`src/rtl/register_bank_arbiter_if.sv`:
```
// Requester, response and bank-side signals shared between the arbiter and its environment.
// master = requesters plus bank model; slave = the arbiter itself.
interface register_bank_arbiter_if #(
  parameter int ADDR_W = 3
);
  logic              req0_valid;
  logic              req0_write;
  logic [ADDR_W-1:0] req0_addr;
  logic [15:0]       req0_wdata;
  logic              req0_ready;
  logic              rsp0_valid;
  logic [15:0]       rsp0_rdata;

  logic              req1_valid;
  logic              req1_write;
  logic [ADDR_W-1:0] req1_addr;
  logic [15:0]       req1_wdata;
  logic              req1_ready;
  logic              rsp1_valid;
  logic [15:0]       rsp1_rdata;

  logic [ADDR_W-1:0] mem_addr;
  logic [15:0]       mem_in;
  logic              mem_load;
  logic [15:0]       mem_out;

  modport master (
    output req0_valid, req0_write, req0_addr, req0_wdata,
    input  req0_ready, rsp0_valid, rsp0_rdata,
    output req1_valid, req1_write, req1_addr, req1_wdata,
    input  req1_ready, rsp1_valid, rsp1_rdata,
    input  mem_addr, mem_in, mem_load,
    output mem_out
  );

  modport slave (
    input  req0_valid, req0_write, req0_addr, req0_wdata,
    output req0_ready, rsp0_valid, rsp0_rdata,
    input  req1_valid, req1_write, req1_addr, req1_wdata,
    output req1_ready, rsp1_valid, rsp1_rdata,
    output mem_addr, mem_in, mem_load,
    input  mem_out
  );
endinterface

```
`src/rtl/register_bank_arbiter.sv`:
```
// Two-port round-robin arbiter/sequencer for a shared 16-bit register bank.
// Each accepted operation takes one IDLE sampling cycle plus one SERVE cycle.
module register_bank_arbiter #(
  parameter int ADDR_W = 3
) (
  input logic                    clock,
  input logic                    reset,
  register_bank_arbiter_if.slave bus
);
  typedef enum logic {
    IDLE  = 1'b0,
    SERVE = 1'b1
  } state_t;

  state_t            state_r;
  state_t            state_nxt_s;
  logic              accept_s;
  logic              win_s;
  logic              sel_write_s;
  logic [ADDR_W-1:0] sel_addr_s;
  logic [15:0]       sel_wdata_s;

  logic              last_grant_r;
  logic              win_r;
  logic              load_r;
  logic              ready0_r;
  logic              ready1_r;
  logic              rsp0_valid_r;
  logic              rsp1_valid_r;
  logic [ADDR_W-1:0] mem_addr_r;
  logic [15:0]       mem_in_r;
  logic [15:0]       rsp0_rdata_r;
  logic [15:0]       rsp1_rdata_r;

  // Next-state logic and round-robin winner selection
  always_comb begin
    state_nxt_s = state_r;
    accept_s    = 1'b0;
    win_s       = 1'b0;
    case (state_r)
      IDLE: begin
        if (bus.req0_valid && bus.req1_valid) begin
          accept_s    = 1'b1;
          win_s       = ~last_grant_r;
          state_nxt_s = SERVE;
        end else if (bus.req0_valid) begin
          accept_s    = 1'b1;
          win_s       = 1'b0;
          state_nxt_s = SERVE;
        end else if (bus.req1_valid) begin
          accept_s    = 1'b1;
          win_s       = 1'b1;
          state_nxt_s = SERVE;
        end else begin
          state_nxt_s = IDLE;
        end
      end
      SERVE:   state_nxt_s = IDLE;
      default: state_nxt_s = IDLE;
    endcase
  end

  // Request field mux for the selected winner
  always_comb begin
    sel_write_s = 1'b0;
    sel_addr_s  = {ADDR_W{1'b0}};
    sel_wdata_s = 16'h0000;
    if (win_s) begin
      sel_write_s = bus.req1_write;
      sel_addr_s  = bus.req1_addr;
      sel_wdata_s = bus.req1_wdata;
    end else begin
      sel_write_s = bus.req0_write;
      sel_addr_s  = bus.req0_addr;
      sel_wdata_s = bus.req0_wdata;
    end
  end

  // State register
  always_ff @(posedge clock) begin
    if (reset) begin
      state_r <= IDLE;
    end else begin
      state_r <= state_nxt_s;
    end
  end

  // Latch the accepted operation; the bank lines carry it only during SERVE
  always_ff @(posedge clock) begin
    if (reset) begin
      win_r      <= 1'b0;
      load_r     <= 1'b0;
      ready0_r   <= 1'b0;
      ready1_r   <= 1'b0;
      mem_addr_r <= {ADDR_W{1'b0}};
      mem_in_r   <= 16'h0000;
    end else if (accept_s) begin
      win_r      <= win_s;
      load_r     <= sel_write_s;
      ready0_r   <= ~win_s;
      ready1_r   <= win_s;
      mem_addr_r <= sel_addr_s;
      mem_in_r   <= sel_wdata_s;
    end else begin
      load_r     <= 1'b0;
      ready0_r   <= 1'b0;
      ready1_r   <= 1'b0;
      mem_addr_r <= {ADDR_W{1'b0}};
      mem_in_r   <= 16'h0000;
    end
  end

  // Grant history and read-response capture at the end of SERVE
  always_ff @(posedge clock) begin
    if (reset) begin
      last_grant_r <= 1'b1;
      rsp0_valid_r <= 1'b0;
      rsp1_valid_r <= 1'b0;
      rsp0_rdata_r <= 16'h0000;
      rsp1_rdata_r <= 16'h0000;
    end else begin
      rsp0_valid_r <= 1'b0;
      rsp1_valid_r <= 1'b0;
      if (state_r == SERVE) begin
        last_grant_r <= win_r;
        if (!load_r) begin
          if (win_r) begin
            rsp1_valid_r <= 1'b1;
            rsp1_rdata_r <= bus.mem_out;
          end else begin
            rsp0_valid_r <= 1'b1;
            rsp0_rdata_r <= bus.mem_out;
          end
        end
      end
    end
  end

  assign bus.req0_ready = ready0_r;
  assign bus.req1_ready = ready1_r;
  assign bus.rsp0_valid = rsp0_valid_r;
  assign bus.rsp1_valid = rsp1_valid_r;
  assign bus.rsp0_rdata = rsp0_rdata_r;
  assign bus.rsp1_rdata = rsp1_rdata_r;
  assign bus.mem_addr   = mem_addr_r;
  assign bus.mem_in     = mem_in_r;
  // Reset gates the write strobe directly so a SERVE cut short by reset never writes
  assign bus.mem_load   = load_r & ~reset;
endmodule
```
`src/flat_wrapper.sv`:
```
// flat-port wrapper written by rule: the top's interface ports become plain ports
module register_bank_arbiter_flat 
#(
  parameter int ADDR_W = 3
)
  (clock, reset, bus_req0_valid, bus_req0_write, bus_req0_addr, bus_req0_wdata, bus_req0_ready, bus_rsp0_valid, bus_rsp0_rdata, bus_req1_valid, bus_req1_write, bus_req1_addr, bus_req1_wdata, bus_req1_ready, bus_rsp1_valid, bus_rsp1_rdata, bus_mem_addr, bus_mem_in, bus_mem_load, bus_mem_out);
  register_bank_arbiter_if #(.ADDR_W(ADDR_W)) bus_i ();
  input logic clock;
  input logic reset;
  input wire logic [$bits(bus_i.req0_valid)-1:0] bus_req0_valid;
  input wire logic [$bits(bus_i.req0_write)-1:0] bus_req0_write;
  input wire logic [$bits(bus_i.req0_addr)-1:0] bus_req0_addr;
  input wire logic [$bits(bus_i.req0_wdata)-1:0] bus_req0_wdata;
  output wire logic [$bits(bus_i.req0_ready)-1:0] bus_req0_ready;
  output wire logic [$bits(bus_i.rsp0_valid)-1:0] bus_rsp0_valid;
  output wire logic [$bits(bus_i.rsp0_rdata)-1:0] bus_rsp0_rdata;
  input wire logic [$bits(bus_i.req1_valid)-1:0] bus_req1_valid;
  input wire logic [$bits(bus_i.req1_write)-1:0] bus_req1_write;
  input wire logic [$bits(bus_i.req1_addr)-1:0] bus_req1_addr;
  input wire logic [$bits(bus_i.req1_wdata)-1:0] bus_req1_wdata;
  output wire logic [$bits(bus_i.req1_ready)-1:0] bus_req1_ready;
  output wire logic [$bits(bus_i.rsp1_valid)-1:0] bus_rsp1_valid;
  output wire logic [$bits(bus_i.rsp1_rdata)-1:0] bus_rsp1_rdata;
  output wire logic [$bits(bus_i.mem_addr)-1:0] bus_mem_addr;
  output wire logic [$bits(bus_i.mem_in)-1:0] bus_mem_in;
  output wire logic [$bits(bus_i.mem_load)-1:0] bus_mem_load;
  input wire logic [$bits(bus_i.mem_out)-1:0] bus_mem_out;
  assign bus_i.req0_valid = bus_req0_valid;
  assign bus_i.req0_write = bus_req0_write;
  assign bus_i.req0_addr = bus_req0_addr;
  assign bus_i.req0_wdata = bus_req0_wdata;
  assign bus_req0_ready = bus_i.req0_ready;
  assign bus_rsp0_valid = bus_i.rsp0_valid;
  assign bus_rsp0_rdata = bus_i.rsp0_rdata;
  assign bus_i.req1_valid = bus_req1_valid;
  assign bus_i.req1_write = bus_req1_write;
  assign bus_i.req1_addr = bus_req1_addr;
  assign bus_i.req1_wdata = bus_req1_wdata;
  assign bus_req1_ready = bus_i.req1_ready;
  assign bus_rsp1_valid = bus_i.rsp1_valid;
  assign bus_rsp1_rdata = bus_i.rsp1_rdata;
  assign bus_mem_addr = bus_i.mem_addr;
  assign bus_mem_in = bus_i.mem_in;
  assign bus_mem_load = bus_i.mem_load;
  assign bus_i.mem_out = bus_mem_out;
  register_bank_arbiter #(.ADDR_W(ADDR_W)) u_core (.clock(clock), .reset(reset), .bus(bus_i));
endmodule
```
`config.mk`:
```
export PLATFORM = sky130hd
export DESIGN_NAME = register_bank_arbiter_flat
export DESIGN_NICKNAME = d
export VERILOG_FILES = /design/src/rtl/register_bank_arbiter_if.sv /design/src/rtl/register_bank_arbiter.sv /design/src/flat_wrapper.sv
export SDC_FILE = /design/constraint.sdc
export NUM_CORES = 1
export LEC_CHECK = 0
export CAP_MARGIN = 10
export CORE_MARGIN = 2
export CORE_UTILIZATION = 41
export CTS_BUF_LIST = sky130_fd_sc_hd__clkbuf_8
export CTS_CLUSTER_SIZE = 16
export DETAILED_ROUTE_END_ITERATION = 6
export PLACE_DENSITY = 0.88
export REMOVE_ABC_BUFFERS = 1
export SLEW_MARGIN = 25
export SYNTH_ARGS = -nofsm -noshare
export SYNTH_HDL_FRONTEND = slang
export SYNTH_SLANG_ARGS = --single-unit
```
`constraint.sdc`:
```
create_clock -name clock -period 2.2 [get_ports clock]
set_input_delay 0.33 -clock clock [delete_from_list [all_inputs] [get_ports clock]]
set_output_delay 0.33 -clock clock [all_outputs]
set_load 0.02 [all_outputs]
```
==> summary by stage <==
CTS
TritonCTS built the clock tree. The cts-stage hold buffer count is 0. The number of setup buffers added after CTS is 0.

For the worst-skew pair, the clock arrives at the later sink with an insertion delay of 0.32 ns. After clock tree synthesis, the repair step resized 0 gates. The clock tree root buffer cell is clkbuf_8. The clock transition time at the flip-flop clock pins of the worst setup and hold paths is 0.06 ns. The clock passes through at most 2 buffers. The deepest level of the CTS H-tree is 3. The number of CTS-inserted buffers is 9. The number of clock sinks is 59.

Placed design
The worst-case setup slack after placement is 0.166 ns. The last weighted congestion value of the routability-driven placer is 0.764. After detailed placement, the total cell area comes to 3120 sq um.

Input and output buffers added on the ports amount to 115. The wire-length estimate of the detail-placed layout is 3910 microns.

Cells and area
The summed area of non-filler cells in the final layout is 3300 sq um. The number of antenna repair diodes is 0. The number of fill cells is 354.

The sequential cell area is 1180 sq um. The area added between synthesis and finish is 69.1%. After the last flow step, the layout net total stands at 383. Summing all multi-input logic gate instances after layout gives 689 sq um. The ratio of cells with drive above 1 in the final layout is 0.0579.

Logic synthesis
Summing every instance area after synthesis gives 1950 sq um. The number of cells produced by synthesis is 207. The average footprint of a synthesized cell is 9.42 sq um.

Counting flops and latches in the post-synthesis netlist gives 59. The distinct cell type count of the synthesized netlist is 21. The part of the Yosys area used for sequential elements is 0.606.

The Yosys step of the flow raised 0 warnings.

Timing
Clock skew on the completed layout was measured at 0.00865 ns. The post-route minimum period is 1.93 ns. Derived from the worst setup path, the maximum achievable clock frequency is 518 MHz.

The setup-violating endpoint count in the final report is 0. For the final routed database, the setup TNS stands at 0 ns. In this run the tightest slew margin relative to its limit is 0.506. The final worst-path setup slack is 0.268 ns. Setup repair after global routing left no endpoint under its margin. The total count of max-transition violations in the final report is 0. Of the available clock period, the critical path in the final layout requires 0.878. The count of endpoints failing hold in the final timing report is 0. The transition time at the pin with the least slew margin is 0.741 ns.

Worst setup path
The number of cells traversed by the worst register-to-register path is 3. Walking the worst path, the cells encountered are clkdlybuf4s50_1, nor2b_1, clkdlybuf4s50_1. For this design, the slowest cell found on the critical path is clkdlybuf4s50_1. The critical path endpoint category is an output pin. Data on the critical path arrives at its endpoint at 1.60 ns. At the worst endpoint, the required time is 1.87 ns. For this run, the slowest stage of the critical path takes 0.61 ns. Of all nets on the critical path, the largest fanout is 4. The type of origin of the critical path is a primary input. The worst register-to-register path has a setup slack of 0.65 ns. Among the stages of the critical path, the cell type that occurs most often is clkdlybuf4s50_1. The worst register-to-register path ends at u_core.bus.mem_in[0]. The cell family contributing the most delay on the critical path is buffers and inverters. The startpoint identified for the worst register-to-register timing path is u_core.state_r. The count of buffering cells on the critical path with inverters included is 2. The worst setup path is of the in2out kind.

Pwr
Of the total power, the clock network draws 0.352. The part of the total power dissipated in sequential elements is 0.482. The power spent charging and discharging nets is 588 uW. The cell internal power dissipation is 1.80 mW.

The total power of the final layout is 2.39 mW. The net switching share of the total power is 0.246. The power density over cell area is 725 nW/um^2. IR analysis of the VDD net gives a maximum drop of 519 uV. The leakage component of the power is 1.25 nW. The combinational power share is 0.166.

Global route
The number of antenna violations at the first check in global routing is 0. The global-route track usage on met3 is 0.122. The global-route layer with the greatest usage is met2. The wire length of the first global-routing pass is 8450 microns.

The met2 routing resource usage after global routing is 0.344. Across every metal layer, demand over resource in global routing totals 0.211. The largest net degree at the start of global routing is 28. For met1 alone, demand over resource in global routing was 0.226. The number of global-route vias before repair is 1907.

After global routing the overflow that remains totals 0.

Route
The average wire length per cell after detail routing is 14.1 microns. The count of nets left with antenna violations after detail routing is 0. For this block, the via count after detailed routing is 1882.

The detailed-router iteration count before antenna repair is 5. In the routed design, unresolved DRC markers number 0. The first routing iteration left 73 violations. The ratio of routed vias to standard cells is 4.93. The final layout contains routed wiring with a total length of 5390 microns.

Min path
The number of stages on the worst hold path is 2. The path with the worst hold slack has its endpoint at u_core.bus.rsp1_rdata[10]. The startpoint of the worst hold path is u_core.bus.rsp1_rdata[10]. The worst hold path belongs to the class reg2reg.

Die
In this run the vertical extent of the chip is 73.0 microns. The starting utilization of the core area is 0.418. In this run the count of I/O pins placed on the die edge is 116.

The die area is 5320 sq um. The die span in x is 73.0 microns. The number of core rows is 25.

In this run the standard cell core region covers 4660 sq um.

Job
The max-capacitance violation count is 0.

Run status
The flow ran to the end, and the final reports show no timing, DRC or antenna violations.
-- metrics by stage --
| step | hold slack, ns | instances | util |
|---|---|---|---|
| floorplan | 0.399 | 193 | - |
| global placement | 0.441 | 366 | 0.670 |
| CTS | 0.459 | 382 | 0.707 |
| global route | 0.483 | 382 | 0.707 |
| finish | 0.456 | 382 | 0.707 |
| detailed placement | 0.450 | 366 | 0.670 |
-- cell usage in the layout (no fill, tap or decap), types with 2 or more instances in the layout --
cell type / Yosys / routed
a21oi_1: 32 / 32
a22o_1: 20 / 20
and3_1: 2 / 2
buf_4: 1 / 4
clkbuf_8: 0 / 11
clkdlybuf4s50_1: 0 / 115
clkinv_2: 0 / 2
dfxtp_1: 59 / 59
inv_1: 1 / 4
nand2_1: 66 / 66
nand2b_1: 2 / 2
nor2_1: 3 / 3
-- registers in the layout (all words and copies together), names as in the netlist --
| register | count |
|---|---|
| u_core.bus.mem_addr | 3 |
| u_core.bus.mem_in | 16 |
| u_core.bus.req0_ready | 1 |
| u_core.bus.req1_ready | 1 |
| u_core.bus.rsp0_rdata | 16 |
| u_core.bus.rsp0_valid | 1 |
| u_core.bus.rsp1_rdata | 16 |
| u_core.bus.rsp1_valid | 1 |
| u_core.last_grant_r | 1 |
| u_core.load_r | 1 |
| u_core.state_r | 1 |
| u_core.win_r | 1 |
-- worst reg2reg max path: stages, from the launching register on --
cell     delay (ns)
dfxtp_1        0.36
nor2_1         0.20
and3_1         0.67
a22o_1         0.26
-- final cells by class --
cell class / count / share of cell area
clock buffer: 11 / 0.0459
clock inverter: 5 / 0.00645
inverter: 1 / 0.00114
multi-input combinational: 133 / 0.209
sequential: 59 / 0.358
tap: 54 / 0.0205
timing repair buffer: 119 / 0.358
-- cell usage after synthesis --
cell,instances,area [sq um]
nor2b_1,1,6.26
buf_1,2,7.51
o21a_1,1,7.51
a22o_1,20,175
buf_6,1,11.3
and3_1,2,12.5
or3b_1,1,8.76
nand2_1,66,248
a31o_2,1,8.76
a21oi_1,32,160
clkbuf_1,1,3.75
nor3b_2,1,12.5
and3b_1,1,8.76
nand2b_1,2,12.5
inv_1,1,3.75
nand3b_1,1,7.51
nor2_1,3,11.3
buf_4,1,7.51
mux2i_1,1,10.0
dfxtp_1,59,1180
buf_2,9,45.0
-- how the worst max path moves through the flow --
stage               slack, ns      startpoint                        to  depth (start not counted)
floorplan                0.96  u_core.state_r  u_core.bus.rsp0_rdata[0]                          3
finish                   0.27           reset              bus_mem_load                          3
global placement         0.25           reset      u_core.bus.mem_in[0]                          4
global route             0.21           reset              bus_mem_load                          3
CTS                      0.26           reset              bus_mem_load                          3
detailed placement       0.17           reset      u_core.bus.mem_in[0]                          4
-- power groups by stage --
stage / Combinational (mW) / Clock (mW) / Sequential (mW)
floorplan: 0.0834 / 0 / 1.23
global placement: 0.391 / 0 / 1.17
detailed placement: 0.398 / 0 / 1.17
CTS: 0.401 / 0.851 / 1.15
global route: 0.426 / 0.905 / 1.16
finish: 0.397 / 0.839 / 1.15
-- cells by family after synthesis --
| family | Yosys count | share of synthesized area |
|---|---|---|
| simple gates | 78 | 0.168 |
| flops | 59 | 0.606 |
| compound gates | 54 | 0.180 |
| buf+inv | 15 | 0.0404 |
| mux | 1 | 0.00513 |
-- per-layer routing --
| metal | vias up | part of all wire |
|---|---|---|
| met5 | - | 0 |
| met4 | 0 | 0.0084 |
| met3 | 5 | 0.13 |
| met2 | 90 | 0.48 |
| met1 | 860 | 0.38 |
| li1 | 927 | - |
No activity file was read; power rests on OpenSTA's default activity.
